--- src/rtl/shift32_seq_if.sv ---
// shift32_seq_if: request/result bus between a client and the shift32_seq sequencer.
interface shift32_seq_if #(parameter int WIDTH = 16);
    logic             start;
    logic             dir;
    logic [4:0]       amt;
    logic [WIDTH-1:0] in_hi;
    logic [WIDTH-1:0] in_lo;
    logic             busy;
    logic             done;
    logic [WIDTH-1:0] res_hi;
    logic [WIDTH-1:0] res_lo;
    modport master (output start, dir, amt, in_hi, in_lo, input busy, done, res_hi, res_lo);
    modport slave (input start, dir, amt, in_hi, in_lo, output busy, done, res_hi, res_lo);
endinterface

--- src/rtl/shift32_seq.sv ---
// shift32_seq: 32-bit logical shift of a hi:lo word pair built from up to three passes
// through a shared WIDTH-bit shifter, with merged partial results and a one-cycle done pulse.
module shift32_seq #(parameter int WIDTH = 16) (
    input  logic             clk,
    input  logic             reset_n,
    shift32_seq_if.slave     bus,
    output logic [3:0]       sh_opcode,
    output logic [3:0]       sh_amt,
    output logic [WIDTH-1:0] sh_srcA,
    output logic [WIDTH-1:0] sh_srcB,
    input  logic [WIDTH-1:0] sh_out
);
    typedef enum logic [2:0] {IDLE, P1, P2, P3, DONE} state_t;
    state_t           state, state_nxt;
    logic             accept, pass;
    logic             dir_q;
    logic [4:0]       amt_q;
    logic [WIDTH-1:0] hi_q, lo_q, acc_hi, acc_lo, res_hi, res_lo;
    logic             wr_near, wr_far, wr_hi, wr_lo;
    logic [WIDTH-1:0] near, mix;
    always_ff @(posedge clk or negedge reset_n)
        if (!reset_n) state <= IDLE;
        else state <= state_nxt;
    always_comb begin
        state_nxt = state;
        accept = 1'b0;
        case (state)
            IDLE: if (bus.start) begin
                accept = 1'b1;
                state_nxt = bus.amt == 5'd0 ? DONE : bus.amt[4] ? P3 : P1;
            end
            P1: state_nxt = P2;
            P2: state_nxt = P3;
            P3: state_nxt = DONE;
            DONE: state_nxt = IDLE;
            default: state_nxt = IDLE;
        endcase
        pass = state == P1 || state == P2 || state == P3;
        // Left: P1/P3 shift left, P2 brings the spill across with a right shift; right mirrors it.
        sh_opcode = pass ? {3'b000, state == P2 ? dir_q : ~dir_q} : 4'h0;
        sh_amt = !pass ? 4'd0 : state == P2 ? 4'(5'd16 - amt_q) : amt_q[3:0];
        sh_srcA = !pass ? '0 : ((state == P1) == dir_q) ? hi_q : lo_q;
        sh_srcB = '0;
        // "Near" word is the one that receives the spill: hi for left, lo for right.
        near = dir_q ? acc_hi : acc_lo;
        wr_near = state == P1 || state == P2 || (state == P3 && amt_q[4]);
        wr_far = state == P3 && !amt_q[4];
        wr_hi = dir_q ? wr_near : wr_far;
        wr_lo = dir_q ? wr_far : wr_near;
        mix = (state == P2 ? near : '0) | sh_out;
    end
    always_ff @(posedge clk or negedge reset_n)
        if (!reset_n) begin
            dir_q <= 1'b0;
            amt_q <= '0;
            hi_q <= '0;
            lo_q <= '0;
            acc_hi <= '0;
            acc_lo <= '0;
            res_hi <= '0;
            res_lo <= '0;
        end else begin
            if (accept) begin
                dir_q <= bus.dir;
                amt_q <= bus.amt;
                hi_q <= bus.in_hi;
                lo_q <= bus.in_lo;
                acc_hi <= bus.amt == 5'd0 ? bus.in_hi : '0;
                acc_lo <= bus.amt == 5'd0 ? bus.in_lo : '0;
            end else begin
                if (wr_hi) acc_hi <= mix;
                if (wr_lo) acc_lo <= mix;
            end
            if (state == DONE) begin
                res_hi <= acc_hi;
                res_lo <= acc_lo;
            end
        end
    assign bus.busy = state != IDLE;
    assign bus.done = state == DONE;
    assign bus.res_hi = res_hi;
    assign bus.res_lo = res_lo;
endmodule

--- src/flat_wrapper.sv ---
// flat-port wrapper written by rule: the top's interface ports become plain ports
module shift32_seq_flat 
#(parameter int WIDTH = 16)
  (clk, reset_n, sh_opcode, sh_amt, sh_srcA, sh_srcB, sh_out, bus_start, bus_dir, bus_amt, bus_in_hi, bus_in_lo, bus_busy, bus_done, bus_res_hi, bus_res_lo);
  shift32_seq_if #(.WIDTH(WIDTH)) bus_i ();
  input  logic clk;
  input  logic reset_n;
  output logic [3:0] sh_opcode;
  output logic [3:0] sh_amt;
  output logic [WIDTH-1:0] sh_srcA;
  output logic [WIDTH-1:0] sh_srcB;
  input  logic [WIDTH-1:0] sh_out;
  input wire logic [$bits(bus_i.start)-1:0] bus_start;
  input wire logic [$bits(bus_i.dir)-1:0] bus_dir;
  input wire logic [$bits(bus_i.amt)-1:0] bus_amt;
  input wire logic [$bits(bus_i.in_hi)-1:0] bus_in_hi;
  input wire logic [$bits(bus_i.in_lo)-1:0] bus_in_lo;
  output wire logic [$bits(bus_i.busy)-1:0] bus_busy;
  output wire logic [$bits(bus_i.done)-1:0] bus_done;
  output wire logic [$bits(bus_i.res_hi)-1:0] bus_res_hi;
  output wire logic [$bits(bus_i.res_lo)-1:0] bus_res_lo;
  assign bus_i.start = bus_start;
  assign bus_i.dir = bus_dir;
  assign bus_i.amt = bus_amt;
  assign bus_i.in_hi = bus_in_hi;
  assign bus_i.in_lo = bus_in_lo;
  assign bus_busy = bus_i.busy;
  assign bus_done = bus_i.done;
  assign bus_res_hi = bus_i.res_hi;
  assign bus_res_lo = bus_i.res_lo;
  shift32_seq #(.WIDTH(WIDTH)) u_core (.clk(clk), .reset_n(reset_n), .bus(bus_i), .sh_opcode(sh_opcode), .sh_amt(sh_amt), .sh_srcA(sh_srcA), .sh_srcB(sh_srcB), .sh_out(sh_out));
endmodule
--- config.mk ---
export PLATFORM = sky130hd
export DESIGN_NAME = shift32_seq_flat
export DESIGN_NICKNAME = d
export VERILOG_FILES = /design/src/rtl/shift32_seq_if.sv /design/src/rtl/shift32_seq.sv /design/src/flat_wrapper.sv
export SDC_FILE = /design/constraint.sdc
export NUM_CORES = 1
export LEC_CHECK = 0
export CORE_MARGIN = 10
export CORE_UTILIZATION = 49
export CTS_CLUSTER_DIAMETER = 150
export DETAILED_ROUTE_END_ITERATION = 10
export PLACE_DENSITY = 0.77
export RECOVER_POWER = 100
export SLEW_MARGIN = 20
export SYNTH_ARGS = -nofsm -noshare
export SYNTH_HDL_FRONTEND = slang
export SYNTH_SLANG_ARGS = --single-unit
--- constraint.sdc ---
create_clock -name clk -period 2.6 [get_ports clk]
set_input_delay 0.65 -clock clk [delete_from_list [all_inputs] [get_ports clk]]
set_output_delay 0.65 -clock clk [all_outputs]
set_load 0.01 [all_outputs]
==> results.md, run 1 <==
* Status: completed
* Cell mode on critical path: buf_6
* DIE AREA at 15000 um^2
* Fmax at 387 MHz
* Area Growth Syn to Fin at 31.5%
* Crit-path max FO at 5
* Critical path type: register to output pin
* Ys flop type: dfrtp_1
* Family with the most delay on the worst path: buffers and inverters
* Worst VDD drop at between 700 and 800 uV
* # DRC at 0
* WP data arrival at 1.93 ns
* I/O Pins at about 130
* Drt wl/cell at approximately 20 um
* Pleak at 3.09 nW
* PortBufs at 111
* Final Net Count at 630
* Die Wd at ~120 um
* Drt initial violations at 160
* Max Slew Vio Count at 0
* Yosys reg bits at 105
* Cell internal pwr at 0.00582 W
* Slew margin rel. at 20.8%
* Syn avg cell area at approximately 11 um^2
* Worst path depth at 8
* Die height at 122 um
* Initial core utilization at 50.0%
* Crit path cell chain: nor3b_2 > buf_6 > xnor2_4 > buf_6 > buf_6 > nand2_1 > a21oi_2 > buf_2
* Clk pwr share at 11.3%
* Worst R2R Setup Slack at about 0.12 ns
* Clock sink count at 105
* Slew @ Worst Pin at 1.19 ns
* Final hold viol count at 0
* P_sw at 0.00396 W
* Post-layout min period at about 2.6 ns
* Share of layout cells above drive strength 1 at 28.9%
* Synth async-reset ratio at 100%
* Gate Count Post-Synth at approximately 450
* Crit start category: register
* Site row count at 37
* GRT Total Usage at 18.0%
* Worst Path Required at approximately 2.0 ns
* Overflow after GRT at 0
* Most common cell in the netlist: dfrtp_1
* Vias in the first global route at 4020
* Unrepaired setup endpoints after global routing: true
* Post-synthesis sequential area ratio at 51.1%
* Worst-Skew Late Latency at 0.38 ns
* Sw Ratio at 40.5%
* Initial antenna violation count at 1
* Logic pwr share at a little under three fifths
* Sum Neg Setup Slack at 0 ns
* Fin crit share at 99.4%
* Register share of total power at 31.3%
* Yosys top cell by area: dfrtp_1
* Peak per-stage delay on the critical path at approximately 0.40 ns
* Via count at 3783
* Critical path capture point type: output pin
* Core footprint at roughly 10000 um^2
* Synth top area share at between 50 and 60%
* Synth Warn # at 0
* # setup viols final at 0
* Pre-CTS setup slack at -0.0888 ns
* Number of enable flip-flop cells after synthesis at 0
* CP Buf/Inv Count at 4
* Worst reg2reg endpoint: u_core.acc_lo[1]
* CTS Root Cell: clkbuf_8
* CTS Buf Count at 9
* Slowest CP cell: dfrtp_1
* Setup ws final at 0.0151 ns
* Synth Cell Area at roughly 5100 um^2
* First-pass GRT wire length at between 20000 and 25000 um
* FF-to-FF path depth at 7
* DRT Pass-1 Iters at 4
* Netlist cell types at 33
* Hold Crit Class: input pin to async pin
* H-Tree Depth at 3
* Top area cells in the synthesized netlist: dfrtp_1 51%, mux2_2 16%, mux2i_1 9.5%, a21oi_1 5.2%, buf_4 3.1%
* Hold Buf Count CTS at 0
* Routed Antenna Nets at 0
* Clock Tree Buf Depth at 2
* Power Density at 1450 nW/um^2
* Routability cong. at slightly above 0.8
* Reg clk slew, reported paths at 0.12 ns
* Commonest cells in the netlist: 105 x dfrtp_1, 71 x mux2_2, 53 x a21oi_1, 49 x mux2i_1
* TritonCTS clock tree: done
* Routed wire length at 13900 um
* DR vias/cell at roughly 5.3
* Post-DP HPWL at 9970 um
* Pin count of the biggest net entering global routing at 49
* Reg2reg start: u_core.state[0]
* Post-Route Skew at 0.0229 ns
* Max_cap viols at 0
* Antenna cell count at 0
[cell usage in the layout (no fill, tap or decap), drive strengths merged, types with 2 or more instances in the layout]
cell type,n
dfrtp,105
mux2,71
clkdlybuf4s50,55
a21oi,53
mux2i,49
buf,40
inv,39
dlygate4sd3,35
nand2,35
conb,19
clkbuf,18
o2bb2ai,16
nor2,8
nor3,5
dlygate4sd2,4
nor3b,3
xnor2,3
nor2b,2
a211oi,2
[cell type report]
| cell class | instances | area [um^2] |
|---|---|---|
| Fill cell | 825 | 3520 |
| Sequential cell | 105 | 2630 |
| Tap cell | 136 | 170 |
| Multi-Input combinational cell | 278 | 2290 |
| Clock buffer | 9 | 124 |
| Clock inverter | 7 | 93.8 |
| Timing Repair Buffer | 143 | 1320 |
| Inverter | 35 | 131 |
[timing repair]
item                                    CTS  global route
resized for setup                        76            32
endpoints found under the setup margin   22            16
setup buffers                             6             2
cloned                                    0             1
pin swaps                                 1            20
[sequential cells by signal, indices dropped and copies added, names as in the netlist]
| register | count |
|---|---|
| u_core.acc_hi | 16 |
| u_core.acc_lo | 16 |
| u_core.amt_q | 5 |
| u_core.bus.res_hi | 16 |
| u_core.bus.res_lo | 16 |
| u_core.dir_q | 1 |
| u_core.hi_q | 16 |
| u_core.lo_q | 16 |
| u_core.state | 3 |
[per-stage QoR]
| step | utilization (%) | hold slack, ns | total power [W] | cell area (um^2) | std cells |
|---|---|---|---|---|---|
| global route | 65.7 | 0.526 | 0.0104 | 6760 | 713 |
| detailed placement | 62.7 | 0.493 | 0.00852 | 6440 | 688 |
| CTS | 65.2 | 0.289 | 0.00965 | 6700 | 710 |
| global placement | 62.7 | 0.483 | 0.00830 | 6440 | 688 |
| finish | 65.7 | 0.489 | 0.00977 | 6760 | 713 |
| floorplan | - | 0.354 | 0.00606 | 5210 | 465 |
[worst register-to-register path: stages, from the launching register on]
cell      delay, ns
dfrtp_1        0.39
clkbuf_2       0.13
buf_4          0.20
or4b_1         0.63
and3b_1        0.30
clkbuf_2       0.40
a21oi_1        0.16
mux2i_1        0.18
[worst max path at each step]
stage,startpoint,to,slack (ns)
3_5_place_dp,u_core.state[1],sh_srcA[6],-0.09
6_report,u_core.state[2],sh_srcA[12],0.02
5_1_grt,u_core.state[2],sh_srcA[13],-0.08
4_1_cts,u_core.state[1],sh_srcA[6],-0.003
3_3_place_gp,u_core.state[1],sh_srcA[6],-0.03
2_1_floorplan,u_core.dir_q,sh_srcA[10],0.28
[per-layer routing]
| layer | vias to the layer above | track usage [%] | part of all wire, % |
|---|---|---|---|
| met4 | 2 | 4.12 | 0.77 |
| met2 | 110 | 30.0 | 49 |
| met5 | - | 0 | 0.094 |
| li1 | 1753 | - | - |
| met3 | 12 | 6.34 | 8.4 |
| met1 | 1906 | 21.9 | 42 |
[cell families (layout without fill, tap and decap cells)]
| logic type | count (synthesis) | in the layout | share of synthesized area (%) |
|---|---|---|---|
| muxes | 120 | 120 | 25.1 |
| DFF | 105 | 105 | 51.1 |
| buffers and inverters | 82 | 194 | 8.40 |
| AOI/OAI and AO/OA | 75 | 75 | 8.89 |
| and+or+nand+nor | 59 | 59 | 5.48 |
| xor gates and xnor gates | 4 | 4 | 0.682 |
| adders and majority gates | 1 | 1 | 0.243 |
| other | 1 | 19 | 0.0730 |
[power by group through the flow]
stage | Sequential (W) | Combinational [W] | Clock, W
2_1_floorplan | 0.00304 | 0.00302 | 0
3_3_place_gp | 0.00303 | 0.00527 | 0
3_5_place_dp | 0.00309 | 0.00543 | 0
6_report | 0.00306 | 0.00561 | 0.00110
4_1_cts | 0.00307 | 0.00547 | 0.00112
5_1_grt | 0.00315 | 0.00607 | 0.00118
(Power assumes the default switching activity.)
==> inputs of run 2 (changes only) <==
- SKIP_LAST_GASP: unset -> 1
==> run 2 against run 1 <==
- combinational power about the same
- sequential cell count unchanged
- critical endpoint is now sh_srcA[7]
- critical path depth down 1
- wire length up 0.13%
- sequential power about the same
- via count up 0.29%
- critical path type unchanged
- largest power group unchanged
==> results.md, run 2 (synthesis gave the netlist of run 1 again) <==
* Logic pwr share at 57.4%
* Clock Tree Buf Depth at 2
* Overflow after GRT at 0
* # DRC at 0
* I/O Pins at 131
* Worst VDD drop at ~700 uV
* PortBufs at about 110
* Routability cong. at just over 0.8
* Worst R2R Setup Slack at 0.13 ns
* Placed cell count at just under 700
* Cell internal pwr at 0.00582 W
* Critical path type: register to output pin
* Clk pwr share at 11.2%
* Share of layout cells above drive strength 1 at between 20 and 30%
* Peak per-stage delay on the critical path at 0.40 ns
* Pin count of the biggest net entering global routing at 49
* Final hold viol count at 0
* Area Growth Syn to Fin at 31.5%
* Unrepaired setup endpoints after global routing: true
* Site row count at 37
* Max_cap viols at 0
* Final Net Count at 630
* Reg clk slew, reported paths at approximately 0.12 ns
* GRT Total Usage at about 18%
* CTS Buf Count at 9
* Pre-CTS setup slack at -0.0888 ns
* Drt initial violations at 160
* WP data arrival at 1.93 ns
* Post-DP HPWL at 9970 um
* Finished Layout Cells at just over 700
* Via count at approximately 3.8k
* Setup ws final at 0.0200 ns
* Multi-input gate area at 2290 um^2
* Die Wd at 122 um
* Crit start category: register
* DRT Pass-1 Iters at 4
* Slew margin rel. at between 20% and 30%
* Slowest CP cell: dfrtp_1
* Clock sink count at 105
* Sw Ratio at 40.5%
* Layout fillers at just over 800
* Routed wire length at approximately 14000 um
* Initial antenna violation count at 1
* Die height at 122 um
* Initial core utilization at 50.0%
* Hold slack final at ~0.5 ns
* Sum Neg Setup Slack at 0 ns
* Commonest non-fill, non-tap cells in the layout: 104 x dfrtp_1, 71 x mux2_2, 55 x clkdlybuf4s50_1, 49 x mux2i_1, 38 x a21oi_1
* Commonest non-fill, non-tap cell in the layout: dfrtp_1
* Power Density at 1450 nW/um^2
* Vias in the first global route at ~4k
* Antenna cell count at 0
* Sequential cell area at between 2000 and 3000 um^2
* Worst Path Required at 1.95 ns
* CTS Root Cell: clkbuf_8
* TritonCTS clock tree: done
* Post-Route Skew at 0.0211 ns
* P_sw at 0.00396 W
* Crit-path max FO at 6
* Fin crit share at 99.2%
* Register share of total power at 31.3%
* Slew @ Worst Pin at 1.19 ns
* CP Buf/Inv Count at 3
* Post-layout min period at 2.58 ns
* Hold Crit Class: input pin to async pin
* DIE AREA at 15000 um^2
* Fmax at 388 MHz
* Max Slew Vio Count at 0
* Status: completed
* Crit path cell chain: nor3b_2 > buf_6 > xor2_4 > clkbuf_16 > nand2_1 > a21oi_2 > buf_2
* Routed Antenna Nets at 0
* Critical path capture point type: output pin
* First-pass GRT wire length at 21100 um
* DR vias/cell at around 5.3
* H-Tree Depth at 3
* Drt wl/cell at 19.5 um
* Family with the most delay on the worst path: buffers and inverters
* Worst-Skew Late Latency at 0.37 ns
* Core footprint at 10300 um^2
* Pleak at between 3 and 4 nW
* # setup viols final at 0
run 2: changes by cell type in the layout (fill, tap and decap cells not counted):
cell	previous run	this run
nand2_1	25	24
nand2_2	9	10
run 2: power by group through the flow:
stage	logic (W)	registers [W]	clock network (W)
detailed placement	0.00543	0.00309	0
finish	0.00561	0.00306	0.00110
global placement	0.00527	0.00303	0
floorplan	0.00302	0.00304	0
CTS	0.00544	0.00307	0.00112
global route	0.00608	0.00315	0.00118
run 2: per-layer routing:
layer	global-route usage, %	share of wire (%)
met5	0	0.094
met4	4.12	0.77
met3	6.34	8.8
met2	30.0	49
met1	21.9	41
run 2: layout make-up:
| class | count | share of cell area [%] |
|---|---|---|
| well taps | 136 | 2.52 |
| repair buffers | 143 | 19.6 |
| flip-flops and latches | 105 | 38.9 |
| clock buffers | 9 | 1.83 |
| multi-input cells | 278 | 33.9 |
| inverters | 35 | 1.94 |
| clock inverters | 7 | 1.39 |
run 2: timing repair:
item,in CTS,in global routing
setup endpoints to repair,22,17
gates cloned,0,1
buffers inserted,6,2
hold buffers,0,0
pin swaps,1,16
endpoints found under the hold margin,0,0
resized for setup,70,39
run 2: stage by stage:
| step | util, % | cell area, um^2 | power (W) |
|---|---|---|---|
| detailed placement | 62.7 | 6440 | 0.00852 |
| floorplan | - | 5210 | 0.00606 |
| global route | 65.8 | 6760 | 0.0104 |
| CTS | 65.1 | 6690 | 0.00963 |
| finish | 65.8 | 6760 | 0.00978 |
| global placement | 62.7 | 6440 | 0.00830 |
run 2: path summary, 6_finish.rpt:
| path | startpoint | depth (start not counted) | end |
|---|---|---|---|
| max reg2reg | u_core.state[0] | 7 | u_core.acc_lo[1] |
| max in group asynchronous | reset_n | 2 | u_core.bus.res_lo[4] |
| min reg2reg | u_core.bus.res_lo[7] | 1 | u_core.bus.res_lo[7] |
| max | u_core.state[2] | 7 | sh_srcA[7] |
| min | reset_n | 1 | u_core.bus.res_hi[13] |
| min in group clk | u_core.bus.res_lo[7] | 1 | u_core.bus.res_lo[7] |
